## src/rtl/cmd_link_rx_pkg.sv

```systemverilog
// Shared constants, state types and command sanitising for the handset link receiver.
package cmd_link_pkg;

  // Packet header byte; the checksum byte is HDR ^ CMD.
  localparam logic [7:0] HDR = 8'hA5;

  // Bit positions inside the CMD byte (and inside the registered control vector).
  localparam int B_KEY   = 0;
  localparam int B_BRAKE = 1;
  localparam int B_ACC   = 2;
  localparam int B_R     = 3;
  localparam int B_L     = 4;
  localparam int B_HL    = 5;
  localparam int B_GEAR  = 6;
  localparam int B_RSV   = 7;

  // Control vector {gear, hl, l, r, acc, brake, key}, indexed by the B_* constants.
  typedef logic [6:0] ctrl_t;

  // Stopped, brakes on: used both at reset and when the link watchdog fires.
  localparam ctrl_t FAILSAFE = 7'b000_0010;
  // Headlight is the one output the failsafe leaves alone.
  localparam ctrl_t HL_MASK  = 7'b010_0000;

  typedef enum logic [1:0] {
    HUNT,
    GET_CMD,
    GET_CHK,
    APPLY
  } parse_state_t;

  typedef enum logic [1:0] {
    RX_IDLE,
    RX_START,
    RX_DATA,
    RX_STOP
  } rx_state_t;

  // Resolve contradictory requests before they reach the drive controller.
  function automatic ctrl_t sanitise(input logic [7:0] cmd);
    ctrl_t c;
    c = cmd[6:0];
    if (c[B_BRAKE] && c[B_ACC]) begin
      c[B_ACC] = 1'b0;
    end
    if (c[B_L] && c[B_R]) begin
      c[B_L] = 1'b0;
      c[B_R] = 1'b0;
    end
    if (!c[B_KEY]) begin
      c[B_ACC]  = 1'b0;
      c[B_L]    = 1'b0;
      c[B_R]    = 1'b0;
      c[B_GEAR] = 1'b0;
    end
    return c;
  endfunction

endpackage

```

## src/rtl/cmd_link_rx_if.sv

```systemverilog
// Serial line in, registered control levels and status pulses out.
interface cmd_link_rx_if;
  logic rx;
  logic key;
  logic brake;
  logic acc;
  logic r;
  logic l;
  logic hl;
  logic gear;
  logic link_up;
  logic pkt_ok;
  logic pkt_err;

  // Handset side: drives the line, observes the controller levels.
  modport master (
    output rx,
    input  key, brake, acc, r, l, hl, gear, link_up, pkt_ok, pkt_err
  );

  // Receiver side.
  modport slave (
    input  rx,
    output key, brake, acc, r, l, hl, gear, link_up, pkt_ok, pkt_err
  );
endinterface

```

## src/rtl/cmd_link_rx_uart_rx_byte.sv

```systemverilog
// 8N1 byte receiver: two-flop synchroniser, mid-bit sampling, LSB-first shifter.
module uart_rx_byte
  import cmd_link_pkg::*;
#(
  parameter int CLK_HZ = 50_000_000,
  parameter int BAUD   = 9600
) (
  input  logic       clk,
  input  logic       rst,
  input  logic       i_rx,
  output logic [7:0] o_data,
  output logic       o_valid,
  output logic       o_frame_err
);

  localparam int BIT_CYC = CLK_HZ / BAUD;
  localparam int CNT_W   = (BIT_CYC > 1) ? $clog2(BIT_CYC) : 1;
  localparam logic [CNT_W-1:0] BIT_LAST  = CNT_W'(BIT_CYC - 1);
  localparam logic [CNT_W-1:0] HALF_LAST = CNT_W'(BIT_CYC / 2 - 1);

  logic [1:0]       r_sync;
  logic             r_rx_prev;
  rx_state_t        r_state;
  logic [CNT_W-1:0] r_cnt;
  logic [2:0]       r_bit;
  logic [7:0]       r_shift;
  logic             r_valid;
  logic             r_frame_err;

  logic             w_rx;
  rx_state_t        w_state_nx;
  logic [CNT_W-1:0] w_cnt_nx;
  logic [2:0]       w_bit_nx;
  logic [7:0]       w_shift_nx;
  logic             w_valid_nx;
  logic             w_frame_err_nx;

  assign w_rx = r_sync[1];

  // Bring the asynchronous line into the clock domain; idle level is high.
  always_ff @(posedge clk) begin
    // NOTE: sequential state uses <= so every flop samples pre-edge values regardless of statement order.
    if (rst) begin
      r_sync    <= 2'b11;
      r_rx_prev <= 1'b1;
    end else begin
      r_sync    <= {r_sync[0], i_rx};
      r_rx_prev <= w_rx;
    end
  end

  // Bit timing and shifting: next-state and next-datapath values.
  always_comb begin
    // NOTE: every signal gets a default here, so no path can leave one unassigned and infer a latch.
    w_state_nx     = r_state;
    w_cnt_nx       = r_cnt;
    w_bit_nx       = r_bit;
    w_shift_nx     = r_shift;
    w_valid_nx     = 1'b0;
    w_frame_err_nx = 1'b0;
    case (r_state)
      RX_IDLE: begin
        w_cnt_nx = '0;
        if (r_rx_prev && !w_rx) begin
          w_state_nx = RX_START;
        end
      end
      RX_START: begin
        if (r_cnt == HALF_LAST) begin
          w_cnt_nx   = '0;
          w_bit_nx   = '0;
          // A high line at mid start bit was a glitch: drop back silently.
          w_state_nx = w_rx ? RX_IDLE : RX_DATA;
        end else begin
          w_cnt_nx = r_cnt + 1'b1;
        end
      end
      RX_DATA: begin
        if (r_cnt == BIT_LAST) begin
          w_cnt_nx   = '0;
          w_shift_nx = {w_rx, r_shift[7:1]};
          if (r_bit == 3'd7) begin
            w_state_nx = RX_STOP;
          end else begin
            w_bit_nx = r_bit + 1'b1;
          end
        end else begin
          w_cnt_nx = r_cnt + 1'b1;
        end
      end
      RX_STOP: begin
        if (r_cnt == BIT_LAST) begin
          w_cnt_nx       = '0;
          w_state_nx     = RX_IDLE;
          w_valid_nx     = w_rx;
          w_frame_err_nx = !w_rx;
        end else begin
          w_cnt_nx = r_cnt + 1'b1;
        end
      end
      default: begin
        w_state_nx = RX_IDLE;
      end
    endcase
  end

  // Receiver state and datapath registers.
  always_ff @(posedge clk) begin
    if (rst) begin
      r_state     <= RX_IDLE;
      r_cnt       <= '0;
      r_bit       <= '0;
      r_shift     <= '0;
      r_valid     <= 1'b0;
      r_frame_err <= 1'b0;
    end else begin
      r_state     <= w_state_nx;
      r_cnt       <= w_cnt_nx;
      r_bit       <= w_bit_nx;
      r_shift     <= w_shift_nx;
      r_valid     <= w_valid_nx;
      r_frame_err <= w_frame_err_nx;
    end
  end

  assign o_data      = r_shift;
  assign o_valid     = r_valid;
  assign o_frame_err = r_frame_err;

endmodule

```

## src/rtl/cmd_link_rx.sv

```systemverilog
// Handset command receiver: packet parser, inter-byte gap timer, link watchdog, output registers.
module cmd_link_rx
  import cmd_link_pkg::*;
#(
  parameter int CLK_HZ      = 50_000_000,
  parameter int BAUD        = 9600,
  parameter int GAP_BITS    = 20,
  parameter int TIMEOUT_CYC = 25_000_000
) (
  input  logic         clk,
  input  logic         rst,
  cmd_link_rx_if.slave bus
);

  localparam int BIT_CYC = CLK_HZ / BAUD;
  localparam int GAP_CYC = GAP_BITS * BIT_CYC;
  localparam int GAP_W   = $clog2(GAP_CYC + 1);
  localparam int WD_W    = $clog2(TIMEOUT_CYC + 1);
  localparam logic [GAP_W-1:0] GAP_LAST = GAP_W'(GAP_CYC - 1);
  localparam logic [WD_W-1:0]  WD_LAST  = WD_W'(TIMEOUT_CYC - 1);
  localparam logic [WD_W-1:0]  WD_SAT   = WD_W'(TIMEOUT_CYC);

  logic [7:0]   w_data;
  logic         w_valid;
  logic         w_frame_err;

  parse_state_t r_state;
  parse_state_t w_state_nx;
  logic [7:0]   r_cmd_byte;
  logic [GAP_W-1:0] r_gap;
  logic [WD_W-1:0]  r_wdog;
  ctrl_t        r_ctrl;
  logic         r_link_up;
  logic         r_pkt_ok;
  logic         r_pkt_err;

  logic         w_in_pkt;
  logic         w_gap_exp;
  logic         w_wd_exp;
  logic         w_cmd_ld;
  logic         w_apply;
  logic         w_err;

  uart_rx_byte #(
    .CLK_HZ (CLK_HZ),
    .BAUD   (BAUD)
  ) u_rx_byte (
    .clk         (clk),
    .rst         (rst),
    .i_rx        (bus.rx),
    .o_data      (w_data),
    .o_valid     (w_valid),
    .o_frame_err (w_frame_err)
  );

  assign w_in_pkt  = (r_state == GET_CMD) || (r_state == GET_CHK);
  assign w_gap_exp = w_in_pkt && (r_gap == GAP_LAST);
  // A packet landing in the expiry cycle takes priority over the failsafe.
  assign w_wd_exp  = (r_wdog == WD_LAST) && !w_apply;

  // Parser next state plus the load/apply/error strobes it raises.
  always_comb begin
    w_state_nx = r_state;
    w_cmd_ld   = 1'b0;
    w_apply    = 1'b0;
    w_err      = w_frame_err;
    case (r_state)
      HUNT: begin
        if (w_valid && (w_data == HDR)) begin
          w_state_nx = GET_CMD;
        end
      end
      GET_CMD: begin
        if (w_frame_err || w_gap_exp) begin
          w_err      = 1'b1;
          w_state_nx = HUNT;
        end else if (w_valid) begin
          w_cmd_ld   = 1'b1;
          w_state_nx = GET_CHK;
        end
      end
      GET_CHK: begin
        if (w_frame_err || w_gap_exp) begin
          w_err      = 1'b1;
          w_state_nx = HUNT;
        end else if (w_valid) begin
          if ((w_data == (HDR ^ r_cmd_byte)) && !r_cmd_byte[B_RSV]) begin
            // Outputs load on the edge entering APPLY so they move one cycle after the CHK byte.
            w_apply    = 1'b1;
            w_state_nx = APPLY;
          end else begin
            w_err      = 1'b1;
            w_state_nx = HUNT;
          end
        end
      end
      APPLY: begin
        w_state_nx = HUNT;
      end
      default: begin
        w_state_nx = HUNT;
      end
    endcase
  end

  // Parser state register.
  always_ff @(posedge clk) begin
    if (rst) begin
      r_state <= HUNT;
    end else begin
      r_state <= w_state_nx;
    end
  end

  // Gap timer: runs only inside a packet and restarts on every completed byte.
  always_ff @(posedge clk) begin
    if (rst || !w_in_pkt || w_valid) begin
      r_gap <= '0;
    end else if (!w_gap_exp) begin
      r_gap <= r_gap + 1'b1;
    end
  end

  // Link watchdog: free-running, cleared by an accepted packet, saturates at the timeout.
  always_ff @(posedge clk) begin
    if (rst || w_apply) begin
      r_wdog <= '0;
    end else if (r_wdog != WD_SAT) begin
      r_wdog <= r_wdog + 1'b1;
    end
  end

  // Command byte capture, control levels, link status and pulse outputs.
  always_ff @(posedge clk) begin
    if (rst) begin
      r_cmd_byte <= '0;
      r_ctrl     <= FAILSAFE;
      r_link_up  <= 1'b0;
      r_pkt_ok   <= 1'b0;
      r_pkt_err  <= 1'b0;
    end else begin
      r_pkt_ok  <= w_apply;
      r_pkt_err <= w_err;
      if (w_cmd_ld) begin
        r_cmd_byte <= w_data;
      end
      if (w_apply) begin
        r_ctrl    <= sanitise(r_cmd_byte);
        r_link_up <= 1'b1;
      end else if (w_wd_exp) begin
        r_ctrl    <= (FAILSAFE & ~HL_MASK) | (r_ctrl & HL_MASK);
        r_link_up <= 1'b0;
      end
    end
  end

  assign bus.key     = r_ctrl[B_KEY];
  assign bus.brake   = r_ctrl[B_BRAKE];
  assign bus.acc     = r_ctrl[B_ACC];
  assign bus.r       = r_ctrl[B_R];
  assign bus.l       = r_ctrl[B_L];
  assign bus.hl      = r_ctrl[B_HL];
  assign bus.gear    = r_ctrl[B_GEAR];
  assign bus.link_up = r_link_up;
  assign bus.pkt_ok  = r_pkt_ok;
  assign bus.pkt_err = r_pkt_err;

endmodule

```

## src/flat_wrapper.sv

```systemverilog
// flat-port wrapper written by rule: the top's interface ports become plain ports
module cmd_link_rx_flat import cmd_link_pkg::*;
#(
  parameter int CLK_HZ      = 50_000_000,
  parameter int BAUD        = 9600,
  parameter int GAP_BITS    = 20,
  parameter int TIMEOUT_CYC = 25_000_000
)
  (clk, rst, bus_rx, bus_key, bus_brake, bus_acc, bus_r, bus_l, bus_hl, bus_gear, bus_link_up, bus_pkt_ok, bus_pkt_err);
  cmd_link_rx_if bus_i ();
  input  logic clk;
  input  logic rst;
  input wire logic [$bits(bus_i.rx)-1:0] bus_rx;
  output wire logic [$bits(bus_i.key)-1:0] bus_key;
  output wire logic [$bits(bus_i.brake)-1:0] bus_brake;
  output wire logic [$bits(bus_i.acc)-1:0] bus_acc;
  output wire logic [$bits(bus_i.r)-1:0] bus_r;
  output wire logic [$bits(bus_i.l)-1:0] bus_l;
  output wire logic [$bits(bus_i.hl)-1:0] bus_hl;
  output wire logic [$bits(bus_i.gear)-1:0] bus_gear;
  output wire logic [$bits(bus_i.link_up)-1:0] bus_link_up;
  output wire logic [$bits(bus_i.pkt_ok)-1:0] bus_pkt_ok;
  output wire logic [$bits(bus_i.pkt_err)-1:0] bus_pkt_err;
  assign bus_i.rx = bus_rx;
  assign bus_key = bus_i.key;
  assign bus_brake = bus_i.brake;
  assign bus_acc = bus_i.acc;
  assign bus_r = bus_i.r;
  assign bus_l = bus_i.l;
  assign bus_hl = bus_i.hl;
  assign bus_gear = bus_i.gear;
  assign bus_link_up = bus_i.link_up;
  assign bus_pkt_ok = bus_i.pkt_ok;
  assign bus_pkt_err = bus_i.pkt_err;
  cmd_link_rx #(.CLK_HZ(CLK_HZ), .BAUD(BAUD), .GAP_BITS(GAP_BITS), .TIMEOUT_CYC(TIMEOUT_CYC)) u_core (.clk(clk), .rst(rst), .bus(bus_i));
endmodule
```

## config.mk

```make
export PLATFORM = sky130hd
export DESIGN_NAME = cmd_link_rx_flat
export DESIGN_NICKNAME = d
export VERILOG_FILES = /design/src/rtl/cmd_link_rx_pkg.sv /design/src/rtl/cmd_link_rx_if.sv /design/src/rtl/cmd_link_rx_uart_rx_byte.sv /design/src/rtl/cmd_link_rx.sv /design/src/flat_wrapper.sv
export SDC_FILE = /design/constraint.sdc
export NUM_CORES = 1
export LEC_CHECK = 0
export BUFFER_PORTS_ARGS = -buffer_cell sky130_fd_sc_hd__buf_4
export CORE_MARGIN = 2
export CORE_UTILIZATION = 35
export CTS_CLUSTER_SIZE = 24
export DETAILED_ROUTE_END_ITERATION = 8
export PLACE_DENSITY = 0.59
export SLEW_MARGIN = 30
export SYNTH_ARGS = -nofsm -noshare
export SYNTH_HDL_FRONTEND = slang
export SYNTH_SLANG_ARGS = --single-unit
```

## constraint.sdc

```tcl
create_clock -name clk -period 5.57 [get_ports clk]
set_clock_uncertainty 0.15 [all_clocks]
set_input_delay 1.3925 -clock clk [delete_from_list [all_inputs] [get_ports clk]]
set_output_delay 1.3925 -clock clk [all_outputs]
set_load 0.005 [all_outputs]
```

# Yosys cells after proc, flatten, opt, wreduce, memory -nomap -nowiden
# Index checks and enable logic that the tools add are counted.
[classes]
add_sub_neg = 4
n_eq_ne = 23
n_mux = 41
bitwise_logic = 3
n_reduce_logical = 26
[ops]
columns = ["op", "n"]
rows = [
  ["$pmux W13 S3", 1],
  ["$mux W13", 2],
  ["$mux W2", 13],
  ["$add A25 B1 Y25 const B", 1],
  ["$eq A25 B25 Y1 const B", 1],
  ["$ne A25 B25 Y1 const B", 1],
  ["$add A17 B1 Y17 const B", 1],
  ["$eq A17 B17 Y1 const B", 1],
  ["$pmux W2 S4", 2],
  ["$mux W1", 15],
  ["$mux W7", 2],
  ["$add A13 B1 Y13 const B", 1],
  ["$eq A13 B12 Y1 const B", 1],
  ["$eq A13 B13 Y1 const B", 1],
  ["$mux W3", 4],
  ["$ne A2 B2 Y1 const B", 6],
  ["$eq A2 B2 Y1 const B", 4],
  ["$eq A8 B8 Y1", 1],
  ["$eq A8 B8 Y1 const B", 1],
  ["$logic_and A1 B1 Y1", 7],
  ["$ne A3 B3 Y1 const B", 2],
  ["$pmux W3 S2", 1],
  ["$logic_or A1 B1 Y1", 5],
  ["$reduce_and A5 Y1", 1],
  ["other kinds (15)", 22],
]
[totals]
register_bits = 93
in_bits = 3
out_inout_bits = 10
wordCells = 114

# Logic depth before layout (Yosys ltp)
[logic_depth]
depth_word = 11
mapped_depth = 8
ltp_nobuf = 7

# By module
# Synthesis repeated with hierarchy kept, for this count alone.
[hier_totals]
cells_unflattened = 468
area_unflattened_um2 = 4307.9
[by_module_without_submodules]
columns = ["module", "n_inst", "cells_per_inst", "area_per_inst_um2", "seq_area_each_um2"]
rows = [
  ["cmd_link_rx", 1, 336, 3015.4, 1241.2],
  ["uart_rx_byte", 1, 132, 1292.5, 620.6],
]

# Worst setup path before layout
# Ideal clock, no wire load.
[synth_timing]
path_type = "input to register"
start = "input rst"
end = "register u_core.r_gap[11]"
setup_ps = 128
t_arrival_ps = 2226
t_required_ps = 5292
path_slack_ps = 3067
path_stages = 5
path_buffers = 2
cell_sequence = "clkbuf_1 -> nor2_1 -> nand2_1 -> clkbuf_1 -> nor2_1"
[synth_between]
elab_chain_cells = 2
[synth_rtl]
columns = ["element", "line_no", "text"]
rows = [
  ["start, declared", "flat_wrapper.sv:12", "input logic rst;"],
  ["$logic_or A1 B1 Y1 (2 in a row)", "cmd_link_rx.sv:117", "if (rst || !w_in_pkt || w_valid) begin"],
  ["end signal, assigned", "cmd_link_rx.sv:120", "r_gap <= r_gap + 1'b1;"],
  ["end, declared", "cmd_link_rx.sv:30", "logic [GAP_W-1:0] r_gap;"],
]
# No other way between the ends.
# A chain may end at the register's enable or synchronous reset.

# Final worst setup path
[layout_timing]
start = "register u_core.r_state[0]"
end = "register u_core.r_state[0]"
[layout_between]
elab_chain_cells = 6
elab_cells_between_ends = 14
classes_between = "eq/ne (6); mux (3); reduce/logical (5)"
[layout_rtl]
columns = ["element", "line_no", "text"]
rows = [
  ["start, declared", "cmd_link_rx.sv:27", "parse_state_t r_state;"],
  ["start signal, assigned", "cmd_link_rx.sv:111", "r_state <= w_state_nx;"],
  ["$eq A2 B1 Y1 / $eq A2 B2 Y1 (equally long branches)", "cmd_link_rx.sv:56, cmd_link_rx.sv:67", ""],
  ["$logic_or A1 B1 Y1", "cmd_link_rx.sv:56", "assign w_in_pkt = (r_state == GET_CMD) || (r_state == GET_CHK);"],
  ["$logic_and A1 B1 Y1", "cmd_link_rx.sv:57", "assign w_gap_exp = w_in_pkt && (r_gap == GAP_LAST);"],
  ["$logic_or A1 B1 Y1", "cmd_link_rx.sv:74, cmd_link_rx.sv:83", ""],
  ["$mux W2 (tied with other cells)", "cmd_link_rx.sv:83", "if (w_frame_err || w_gap_exp) begin"],
  ["$pmux W2 S4 / $reduce_and A3 Y1 (equally long branches)", "n/a", ""],
]
# Parallel ways exist; a longest one is shown, timed or not.

==> flow_summary.json <==
{
  "place_area_um2": 4570,
  "min_period_ps": 2670,
  "layout_commonest_cell": "dfxtp_1",
  "start_util_pct": 36.0,
  "ys_seq_area_share_pct": 42.8,
  "remaining_drc_errors": 0,
  "grt_remaining_overflow": 0,
  "vias_per_cell": 4.91,
  "setup_viol": 0,
  "yosys_warnings": 0,
  "ant_nets": 0,
  "fp.coreArea_um2": 12100,
  "synth.top_cell.area_share_pct": 42.8,
  "grt-busiest-layer": "met2",
  "placementRows": 40,
  "hold_class": "register to register",
  "cts_hold_buf": 0,
  "fin_area_um2": 4880,
  "area_growth_pct": 12.3,
  "die_h_um": 115,
  "post_cts_buffers": 0,
  "grt_use_met1_pct": 17.1,
  "antenna_found_initial": 0,
  "synth-async-reset-ratio_pct": 0,
  "routed_wl_mm": 8.58,
  "dp_cells": 656,
  "synth-seq-cells": 93,
  "hold_viol_final": 0,
  "place_congestion": 0.781,
  "cp-end-kind": "register",
  "netlist.top_cell.by_area": "dfxtp_1",
  "grt_pass1_wl_mm": 14.6,
  "drv_cap": 0,
  "route.vias.total": 3302,
  "cp.arrival_ps": 2740,
  "rsz0062_at_grt": "no",
  "fin_nets": 512,
  "insertion_delay_ps": 350,
  "ios": 13,
  "die-area_um2": 13300,
  "irDropWorstVdd_v": 0.000173,
  "path_clk_slew_ps": 60,
  "tns_ps": 0,
  "min_period_over_period_pct": 48.0,
  "r2r_setup_slack_ps": 2900,
  "crit_required_ps": 5630,
  "die_w_um": 115,
  "synth.distinct_cells": 51,
  "syn_avg_cell_area_um2": 8.82,
  "synthFlopType": "dfxtp_1",
  "diodes": 0,
  "synthCells": 493,
  "grt_pass1_vias": 3181,
  "final_cells": 672,
  "ctsLongestPathBuffers": 2,
  "cts-root-buf": "clkbuf_16",
  "layout_common_cells": "93 x dfxtp_1, 65 x nor2_1, 42 x xnor2_1",
  "drtPass1Iterations": 4,
  "hpwlAfterDp_mm": 5.94,
  "cts_tree": "built",
  "p_leak_nw": 1.53,
  "drv_slew": 0,
  "portBuffers": 12,
  "track_usage_pct": 13.7,
  "p_per_area_nw_per_um2": 276,
  "syn_nets": 506,
  "cts_buffers": 9,
  "met3_usage_pct": 4.92,
  "detail_route.iter0.violations": 106,
  "final_util_pct": 40.5,
  "synthTopCellsByArea": "dfxtp_1 43%, xnor2_1 8.5%, nor2_1 5.6%, mux2i_1 4.1%, nand2_1 3.2%",
  "htree_levels": 3,
  "cp-start-kind": "register",
  "slew_headroom_pct": 43.2,
  "path_max_fanout": 4,
  "p_total_mw": 1.35,
  "drive_gt1_share_pct": 12.5,
  "grt_max_degree": 40,
  "synth_edf_count": 0,
  "cts.repair.resized": 0,
  "wl_per_cell_um": 12.8,
  "status": "complete, no violations",
  "clock_sinks": 93,
  "syn_area_um2": 4350,
  "worstMarginPinSlew_ps": 850,
  "met2_usage_pct": 22.4,
  "fmax_ghz": 0.374,
  "worstSetupPathType": "register to register"
}
-- sequential cells by signal (all words and copies together), names as in the netlist, 2 cells and up, named ones only --
register and flops:
u_core.u_rx_byte.r_sync 2, u_core.u_rx_byte.r_bit 3, u_core.r_gap 17, u_core.u_rx_byte.o_data 8, u_core.u_rx_byte.r_cnt 13, u_core.r_cmd_byte 8, u_core.r_ctrl 7, u_core.r_state 2
u_core.r_wdog 25
-- Yosys cell counts (5+ instances only) --
library cell	number
a211oi_1	5
a21oi_1	22
and3_1	8
clkbuf_1	14
dfxtp_1	93
ha_1	10
inv_1	19
mux2i_1	18
nand2_1	37
nand3_1	19
nand4_1	14
nor2_1	65
nor2_2	20
nor3_1	17
o21ai_0	13
or2_2	6
xnor2_1	42
xor2_1	13
-- layout make-up --
class	count	area [um2]
Clock inverter	4	53.8
Clock buffer	12	256
Inverter	19	71.3
Timing Repair Buffer	13	97.6
Sequential cell	93	1860
Tap cell	168	210
Fill cell	1220	7180
Multi-Input combinational cell	363	2330
-- layer usage --
metal,vias up,part of all wire (%)
met5,-,0
met4,0,1.1
li1,1698,-
met3,7,4.3
met2,40,47
met1,1557,47
-- where the power goes --
part           internal (mW)  switching, mW
clock network          0.374          0.259
registers              0.670        0.00488
logic                 0.0130         0.0255
-- worst max-delay path: stages (launching register included) --
cell	delay (ps)
dfxtp_1	330
inv_1	90
ha_1	340
or4b_4	490
nor3_1	320
a21oi_1	210
a2111oi_0	490
nor3_1	110
-- final timing paths --
kind | depth (start not counted) | start | endpoint
setup reg to reg | 7 | u_core.r_state[0] | u_core.r_state[0]
hold reg to reg | 1 | u_core.u_rx_byte.r_sync[0] | u_core.u_rx_byte.r_sync[1]
setup / recovery | 7 | u_core.r_state[0] | u_core.r_state[0]
hold / removal | 1 | u_core.u_rx_byte.r_sync[0] | u_core.u_rx_byte.r_sync[1]
-- per-stage QoR --
stage          hold slack [ps]  setup slack [ps]
3_3_place_gp               244              2930
3_5_place_dp               250              2890
6_report                   264              2900
4_1_cts                    265              2910
5_1_grt                    288              2760
2_1_floorplan              239              3070
-- kinds of logic (layout without fill, tap and decap cells) --
| group | count (synthesis) | after routing | synth area share [%] |
|---|---|---|---|
| simple gates | 226 | 226 | 27.5 |
| buf+inv | 37 | 48 | 3.60 |
| flops | 93 | 93 | 42.8 |
| xor+xnor | 55 | 55 | 11.1 |
| fa+ha+maj | 10 | 10 | 2.88 |
| compound gates | 54 | 54 | 7.94 |
| mux | 18 | 18 | 4.14 |
(Power assumes the default switching activity.)
